<file path="src/rtl/ahb_sram_pkg.sv">
// Shared encodings, FSM states and lane helpers for the parametrised AHB-Lite SRAM controller.
package ahb_sram_pkg;

  localparam logic [1:0] HTRANS_IDLE   = 2'b00;
  localparam logic [1:0] HTRANS_BUSY   = 2'b01;
  localparam logic [1:0] HTRANS_NONSEQ = 2'b10;
  localparam logic [1:0] HTRANS_SEQ    = 2'b11;

  localparam logic [2:0] HSIZE_BYTE  = 3'd0;
  localparam logic [2:0] HSIZE_HALF  = 3'd1;
  localparam logic [2:0] HSIZE_WORD  = 3'd2;
  localparam logic [2:0] HSIZE_DWORD = 3'd3;

  localparam logic [1:0] HRESP_OKAY  = 2'b00;
  localparam logic [1:0] HRESP_ERROR = 2'b01;

  typedef enum logic [2:0] {
    ST_IDLE   = 3'd0,
    ST_WDATA  = 3'd1,
    ST_RDATA  = 3'd2,
    ST_RSTALL = 3'd3,
    ST_ERR1   = 3'd4,
    ST_ERR2   = 3'd5
  } state_e;

  // Number of byte-address bits that select a lane within one bus word.
  function automatic int unsigned lane_shift(input int unsigned data_w);
    return $clog2(data_w / 8);
  endfunction

endpackage

</file>
<file path="src/rtl/ahb_sram_ctrl_param_if.sv">
// AHB-Lite signal bundle between a master and the SRAM controller slave.
interface ahb_sram_ctrl_param_if #(
  parameter int unsigned DATA_W = 32
);

  logic              hsel;
  logic [31:0]       haddr;
  logic [1:0]        htrans;
  logic              hwrite;
  logic [2:0]        hsize;
  logic [2:0]        hburst;
  logic [DATA_W-1:0] hwdata;
  logic              hready_in;
  logic              hreadyout;
  logic [1:0]        hresp;
  logic [DATA_W-1:0] hrdata;

  modport master (
    output hsel, haddr, htrans, hwrite, hsize, hburst, hwdata, hready_in,
    input  hreadyout, hresp, hrdata
  );

  modport slave (
    input  hsel, haddr, htrans, hwrite, hsize, hburst, hwdata, hready_in,
    output hreadyout, hresp, hrdata
  );

endinterface

</file>
<file path="src/rtl/ahb_sram_ben_gen.sv">
// Little-endian byte-lane mask for a transfer; an all-zero mask flags an oversize or misaligned transfer.
module ahb_sram_ben_gen #(
  parameter  int unsigned NB    = 4,
  localparam int unsigned LSB_W = $clog2(NB)
) (
  input  logic [2:0]       hsize_i,
  input  logic [LSB_W-1:0] addr_i,
  output logic [NB-1:0]    lanes_o
);

  logic [31:0] low_mask;
  logic [31:0] addr_ext;
  logic        aligned;

  assign low_mask = (32'd1 << hsize_i) - 32'd1;
  assign addr_ext = 32'(addr_i);
  assign aligned  = ((addr_ext & low_mask) == 32'd0) && (32'(hsize_i) <= LSB_W);

  // A lane is selected when it falls in the same size-aligned block as the address.
  for (genvar b = 0; b < NB; b++) begin : g_lane
    assign lanes_o[b] = aligned && ((32'(b) & ~low_mask) == (addr_ext & ~low_mask));
  end

endmodule

</file>
<file path="src/rtl/ahb_sram_ctrl_param.sv">
// AHB-Lite slave in front of a single-port synchronous SRAM: pipelined zero-wait reads/writes,
// one wait state on a read that collides with a pending write, two-cycle ERROR on illegal transfers.
module ahb_sram_ctrl_param
  import ahb_sram_pkg::*;
#(
  parameter  int unsigned DATA_W  = 32,
  parameter  int unsigned SRAM_AW = 12,
  localparam int unsigned NB      = DATA_W / 8
) (
  input  logic                   hclk,
  input  logic                   hresetn,
  ahb_sram_ctrl_param_if.slave   ahb,
  output logic                   sram_csn,
  output logic                   sram_wen,
  output logic [NB-1:0]          sram_ben,
  output logic [SRAM_AW-1:0]     sram_a,
  output logic [DATA_W-1:0]      sram_d,
  input  logic [DATA_W-1:0]      sram_q
);

  localparam int unsigned LSB_W = lane_shift(DATA_W);
  localparam int unsigned AHI   = SRAM_AW + LSB_W;

  state_e              state_q, state_d;
  logic [SRAM_AW-1:0]  addr_q, addr_d;
  logic [NB-1:0]       lanes_q, lanes_d;
  logic                hreadyout_q, hreadyout_d;
  logic [1:0]          hresp_q, hresp_d;

  logic [NB-1:0]       lanes_c;
  logic [SRAM_AW-1:0]  word_addr_c;
  logic                valid_c, legal_c, wr_c, rd_c, illegal_c;
  logic                unused_c;

  // Upper address bits alias; burst type and the BUSY/SEQ distinction carry no meaning here.
  assign unused_c = ^{ahb.haddr[31:AHI], ahb.htrans[0], ahb.hburst};

  assign word_addr_c = ahb.haddr[AHI-1:LSB_W];

  ahb_sram_ben_gen #(.NB(NB)) u_ben_gen (
    .hsize_i (ahb.hsize),
    .addr_i  (ahb.haddr[LSB_W-1:0]),
    .lanes_o (lanes_c)
  );

  assign valid_c   = hresetn & ahb.hsel & ahb.hready_in & ahb.htrans[1];
  assign legal_c   = |lanes_c;
  assign wr_c      = valid_c & legal_c & ahb.hwrite;
  assign rd_c      = valid_c & legal_c & ~ahb.hwrite;
  assign illegal_c = valid_c & ~legal_c;

  // Next state, captured address/lanes and the response registered for the coming data phase.
  always_comb begin
    state_d = ST_IDLE;
    addr_d  = addr_q;
    lanes_d = lanes_q;
    case (state_q)
      ST_RSTALL: state_d = ST_RDATA;
      ST_ERR1:   state_d = ST_ERR2;
      default: begin
        if (illegal_c) begin
          state_d = ST_ERR1;
        end else if (wr_c) begin
          state_d = ST_WDATA;
          addr_d  = word_addr_c;
          lanes_d = lanes_c;
        end else if (rd_c) begin
          if (state_q == ST_WDATA) begin
            state_d = ST_RSTALL;
            addr_d  = word_addr_c;
          end else begin
            state_d = ST_RDATA;
          end
        end
      end
    endcase
    hreadyout_d = !((state_d == ST_RSTALL) || (state_d == ST_ERR1));
    hresp_d     = ((state_d == ST_ERR1) || (state_d == ST_ERR2)) ? HRESP_ERROR : HRESP_OKAY;
  end

  always_ff @(posedge hclk or negedge hresetn) begin
    if (!hresetn) begin
      state_q     <= ST_IDLE;
      addr_q      <= '0;
      lanes_q     <= '0;
      hreadyout_q <= 1'b1;
      hresp_q     <= HRESP_OKAY;
    end else begin
      state_q     <= state_d;
      addr_q      <= addr_d;
      lanes_q     <= lanes_d;
      hreadyout_q <= hreadyout_d;
      hresp_q     <= hresp_d;
    end
  end

  // SRAM port: the pending write owns it in WDATA; otherwise reads go straight from haddr.
  always_comb begin
    sram_csn = 1'b1;
    sram_wen = 1'b1;
    sram_ben = '0;
    sram_a   = word_addr_c;
    sram_d   = '0;
    case (state_q)
      ST_WDATA: begin
        sram_csn = 1'b0;
        sram_wen = 1'b0;
        sram_ben = lanes_q;
        sram_a   = addr_q;
        sram_d   = ahb.hwdata;
      end
      ST_RSTALL: begin
        sram_csn = 1'b0;
        sram_a   = addr_q;
      end
      default: begin
        if (rd_c) sram_csn = 1'b0;
      end
    endcase
  end

  assign ahb.hreadyout = hreadyout_q;
  assign ahb.hresp     = hresp_q;
  assign ahb.hrdata    = (state_q == ST_RDATA) ? sram_q : '0;

endmodule

</file>
<file path="src/flat_wrapper.sv">
// flat-port wrapper written by rule: the top's interface ports become plain ports
module ahb_sram_ctrl_param_flat import ahb_sram_pkg::*;
#(
  parameter  int unsigned DATA_W  = 32,
  parameter  int unsigned SRAM_AW = 12,
  localparam int unsigned NB      = DATA_W / 8
)
  (hclk, hresetn, sram_csn, sram_wen, sram_ben, sram_a, sram_d, sram_q, ahb_hsel, ahb_haddr, ahb_htrans, ahb_hwrite, ahb_hsize, ahb_hburst, ahb_hwdata, ahb_hready_in, ahb_hreadyout, ahb_hresp, ahb_hrdata);
  ahb_sram_ctrl_param_if #(.DATA_W(DATA_W)) ahb_i ();
  input  logic hclk;
  input  logic hresetn;
  output logic sram_csn;
  output logic sram_wen;
  output logic [NB-1:0] sram_ben;
  output logic [SRAM_AW-1:0] sram_a;
  output logic [DATA_W-1:0] sram_d;
  input  logic [DATA_W-1:0] sram_q;
  input wire logic [$bits(ahb_i.hsel)-1:0] ahb_hsel;
  input wire logic [$bits(ahb_i.haddr)-1:0] ahb_haddr;
  input wire logic [$bits(ahb_i.htrans)-1:0] ahb_htrans;
  input wire logic [$bits(ahb_i.hwrite)-1:0] ahb_hwrite;
  input wire logic [$bits(ahb_i.hsize)-1:0] ahb_hsize;
  input wire logic [$bits(ahb_i.hburst)-1:0] ahb_hburst;
  input wire logic [$bits(ahb_i.hwdata)-1:0] ahb_hwdata;
  input wire logic [$bits(ahb_i.hready_in)-1:0] ahb_hready_in;
  output wire logic [$bits(ahb_i.hreadyout)-1:0] ahb_hreadyout;
  output wire logic [$bits(ahb_i.hresp)-1:0] ahb_hresp;
  output wire logic [$bits(ahb_i.hrdata)-1:0] ahb_hrdata;
  assign ahb_i.hsel = ahb_hsel;
  assign ahb_i.haddr = ahb_haddr;
  assign ahb_i.htrans = ahb_htrans;
  assign ahb_i.hwrite = ahb_hwrite;
  assign ahb_i.hsize = ahb_hsize;
  assign ahb_i.hburst = ahb_hburst;
  assign ahb_i.hwdata = ahb_hwdata;
  assign ahb_i.hready_in = ahb_hready_in;
  assign ahb_hreadyout = ahb_i.hreadyout;
  assign ahb_hresp = ahb_i.hresp;
  assign ahb_hrdata = ahb_i.hrdata;
  ahb_sram_ctrl_param #(.DATA_W(DATA_W), .SRAM_AW(SRAM_AW)) u_core (.hclk(hclk), .hresetn(hresetn), .ahb(ahb_i), .sram_csn(sram_csn), .sram_wen(sram_wen), .sram_ben(sram_ben), .sram_a(sram_a), .sram_d(sram_d), .sram_q(sram_q));
endmodule
</file>
<file path="config.mk">
export PLATFORM = sky130hd
export DESIGN_NAME = ahb_sram_ctrl_param_flat
export DESIGN_NICKNAME = d
export VERILOG_FILES = /design/src/rtl/ahb_sram_pkg.sv /design/src/rtl/ahb_sram_ctrl_param_if.sv /design/src/rtl/ahb_sram_ben_gen.sv /design/src/rtl/ahb_sram_ctrl_param.sv /design/src/flat_wrapper.sv
export SDC_FILE = /design/constraint.sdc
export NUM_CORES = 1
export LEC_CHECK = 0
export CORE_MARGIN = 3
export CORE_UTILIZATION = 25
export DETAILED_ROUTE_END_ITERATION = 16
export PLACE_DENSITY = 0.9
export SYNTH_ARGS = -nofsm -noshare
export SYNTH_HDL_FRONTEND = slang
export SYNTH_SLANG_ARGS = --single-unit
</file>
<file path="constraint.sdc">
create_clock -name hclk -period 1.8 [get_ports hclk]
set_input_delay 0.36 -clock hclk [delete_from_list [all_inputs] [get_ports hclk]]
set_output_delay 0.36 -clock hclk [all_outputs]
set_load 0.02 [all_outputs]
</file>
==> metrics.yaml <==
route:
  detail_route.vias_per_cell: 4.89
  vias: 2213
  wirelength_mm: 8.30
  wl_per_cell_um: 18.3
  post-route-drc-count: 0
  antenna_left: 0
  drt_iter0_drc: 39
  drtPass1Iterations: 4
hold_path:
  min_path_type: "primary input to asynchronous set/reset pin"
yosys:
  synth_top_cell_area_share_pct: 30.4
  synthesis.nets: 287
  synthDistinctLibCells: 34
  synth_top_area_cell: "dfrtp_1"
  synth_warnings: 0
  synth-seq-cells: 21
  syn_area_sq_um: 1640
  synth-seq-area-share_pct: 32.0
  synth_area_per_cell_sq_um: 9.24
  netlist_instances: 178
  ys_top_cells_by_area: "dfrtp_1 30%, and2_1 14%, mux2_2 14%, and3_1 12%, mux2_4 7.3%"
floorplan:
  dieArea_sq_um: 7590
  die_height_um: 87.1
  fp-row-count: 28
  io_pins: 194
  die_w_um: 87.1
  initial_core_util_pct: 26.8
  core-area_sq_um: 6130
setup_path:
  r2r_slack_ps: -40
  setup.worst_path.end: "sram_d[27]"
  crit_chain: "inv_2 > nand2_4 > nor2_4 > buf_12 > clkbuf_16 > and2_4 > buf_6"
  reg2reg_to: "u_core.addr_q[5]"
  worstPathMaxFanout: 7
  critical_path_class: "flop to primary output"
  r2r_cells: 7
  end_kind: "primary output"
  max_stage_delay_ps: 410
  required_ps: 1440
  cpMaxStageDelayCell: "dfrtp_1"
  timing.rr.start: "u_core.state_q[0]"
  crit_start: "u_core.state_q[2]"
  critPathLaunchType: "flop"
  arrival_ps: 1550
cts:
  clockBufferDepth: 2
  cts_tree: "built"
  cts_buffers: 3
  cts_root_buf: "clkbuf_8"
  path_clk_slew_ps: 80
  holdBufCountCts: 0
  clock-sinks: 21
  clkLatencyLatePin_ps: 270
  htree_levels: 1
sta:
  drv_slew: 0
  max_clock_freq_mhz: 525
  fin_hold_ws_ps: 203
  min_period_ps: 1910
  rsz0062_at_grt: "yes"
  finalSetupViolCount: 66
  timing.final.ws_setup_ps: -106
  hold_viol: 0
  clock_skew_ps: 3.44
  min_period_over_period_pct: 106
pwr:
  p_leak_nw: 2.08
  power_frac_comb_pct: 75.2
  intPower_mw: 2.50
  power.share.clock_pct: 7.9
  p_per_area_nw_per_um2: 971
  p_sw_share_pct: 38.2
  irDropWorstVdd_uv: 711
  p_sw_mw: 1.54
  pwr-share-seq_pct: 16.9
placement:
  post-place-cells: 436
  io_buffers: 170
  placed_area_sq_um: 3630
  gp_congestion: 0.763
  pre_cts_ws_ps: -933
  hpwlAfterDp_mm: 5.47
grt:
  grt_pass1_vias: 2146
  grt_remaining_overflow: 0
  grt_max_degree: 38
  antenna_found_initial: 1
  track_usage_pct: 18.5
  grt_pass1_wl_mm: 11.0
cells_and_area:
  drive_gt1_share_pct: 56.0
  nNetsFinal: 487
  syn_to_final_growth_pct: 153
  final_cells: 453
  layout_commonest_cell: "clkdlybuf4s50_1"
  nFillCells: 450
  finish.instance_area_sq_um: 4160
  layout.cells.most_common_list: "78 x clkdlybuf4s50_1, 74 x buf_6, 36 x and2_4"
status:
  violations: "negative setup slack"
  status: "complete, but fails checks"
flow_run:
  maxCapViolations: 0
==> kinds of logic after synthesis <==
logic type | Yosys count | share of synthesized area [%]
DFF | 21 | 32.0
buffers and inverters | 17 | 4.57
other | 1 | 0.228
and+or+nand+nor | 95 | 35.5
muxes | 28 | 21.0
AOI/OAI and AO/OA | 16 | 6.62
==> state kept, by name (all words and copies together), names as in the netlist <==
register,flops
u_core.ahb.hresp,1
u_core.lanes_q,4
u_core.addr_q,12
u_core.ahb.hreadyout,1
u_core.state_q,3
==> metal layers <==
layer	up-vias	share of wire, %	track usage [%]
met5	-	0	0
met4	0	2.8	6.14
met3	22	9.3	5.68
met2	130	54	34.6
met1	1044	34	19.4
li1	1017	-	-
==> synth_stat cells <==
cell type	instances
o22ai_1	1
dfrtp_1	20
a21o_2	1
and2_1	36
nor4_4	1
nand2b_1	2
a211oi_1	2
mux2_2	20
a21oi_1	2
nand4b_1	1
or3_4	1
dfstp_2	1
nor4b_1	1
or2_2	3
buf_6	1
a21boi_0	1
nor2b_1	1
nand4_1	1
buf_4	1
a31oi_1	1
buf_1	1
a22o_2	1
o32ai_1	1
a21o_1	1
conb_1	1
nand2_1	6
inv_1	3
nor2_1	6
mux2_4	8
a2111oi_0	1
o21ai_0	4
nor3_1	4
clkbuf_1	11
and3_1	32
==> cell type report <==
class	count	area (sq um)	share of cell area, %
sequential	21	527	12.7
timing repair buffer	209	2210	53.0
clock buffer	3	41.3	0.992
clock inverter	1	5.00	0.120
inverter	3	11.3	0.271
multi-input combinational	140	1270	30.6
antenna	1	2.50	0.0601
tap	75	93.8	2.25
==> stage by stage <==
stage | TNS (ps) | utilization (%) | total power, mW
final | -3470 | 67.9 | 4.04
after global routing | -7160 | 67.9 | 4.23
after CTS | -834 | 57.3 | 3.13
after detailed placement | -27890 | 59.2 | 2.84
after global placement | -24670 | 59.2 | 2.79
after floorplan | -312 | - | 1.72
==> power groups by stage <==
| stage | sequential, mW | combinational, mW | clock, mW |
|---|---|---|---|
| floorplan | 0.683 | 1.04 | 0 |
| global placement | 0.661 | 2.13 | 0 |
| detailed placement | 0.671 | 2.17 | 0 |
| CTS | 0.669 | 2.14 | 0.318 |
| global route | 0.696 | 3.19 | 0.346 |
| finish | 0.684 | 3.04 | 0.319 |
==> worst max-delay path: cells and delay by family (launching register included) <==
family	cells	cell delay, ps
buffers and inverters	4	510
AND/OR/NAND/NOR	3	360
flip-flops	1	410
==> repair_timing <==
action | in CTS | in global routing
setup buffers | 3 | 3
pin swaps | 6 | 25
gates cloned | 2 | 6
resized for setup | 400 | 182
endpoints found under the setup margin | 101 | 99
==> worst min-delay path by stage <==
stage	from	to	slack, ps	cells after the start
floorplan	hresetn	u_core.addr_q[0]	60	0
global placement	u_core.lanes_q[3]	u_core.lanes_q[3]	480	1
detailed placement	u_core.lanes_q[0]	u_core.lanes_q[0]	490	1
CTS	hresetn	u_core.addr_q[0]	210	2
global route	hresetn	u_core.state_q[1]	250	2
finish	hresetn	u_core.state_q[1]	200	2
No activity file was read; power rests on OpenSTA's default activity.
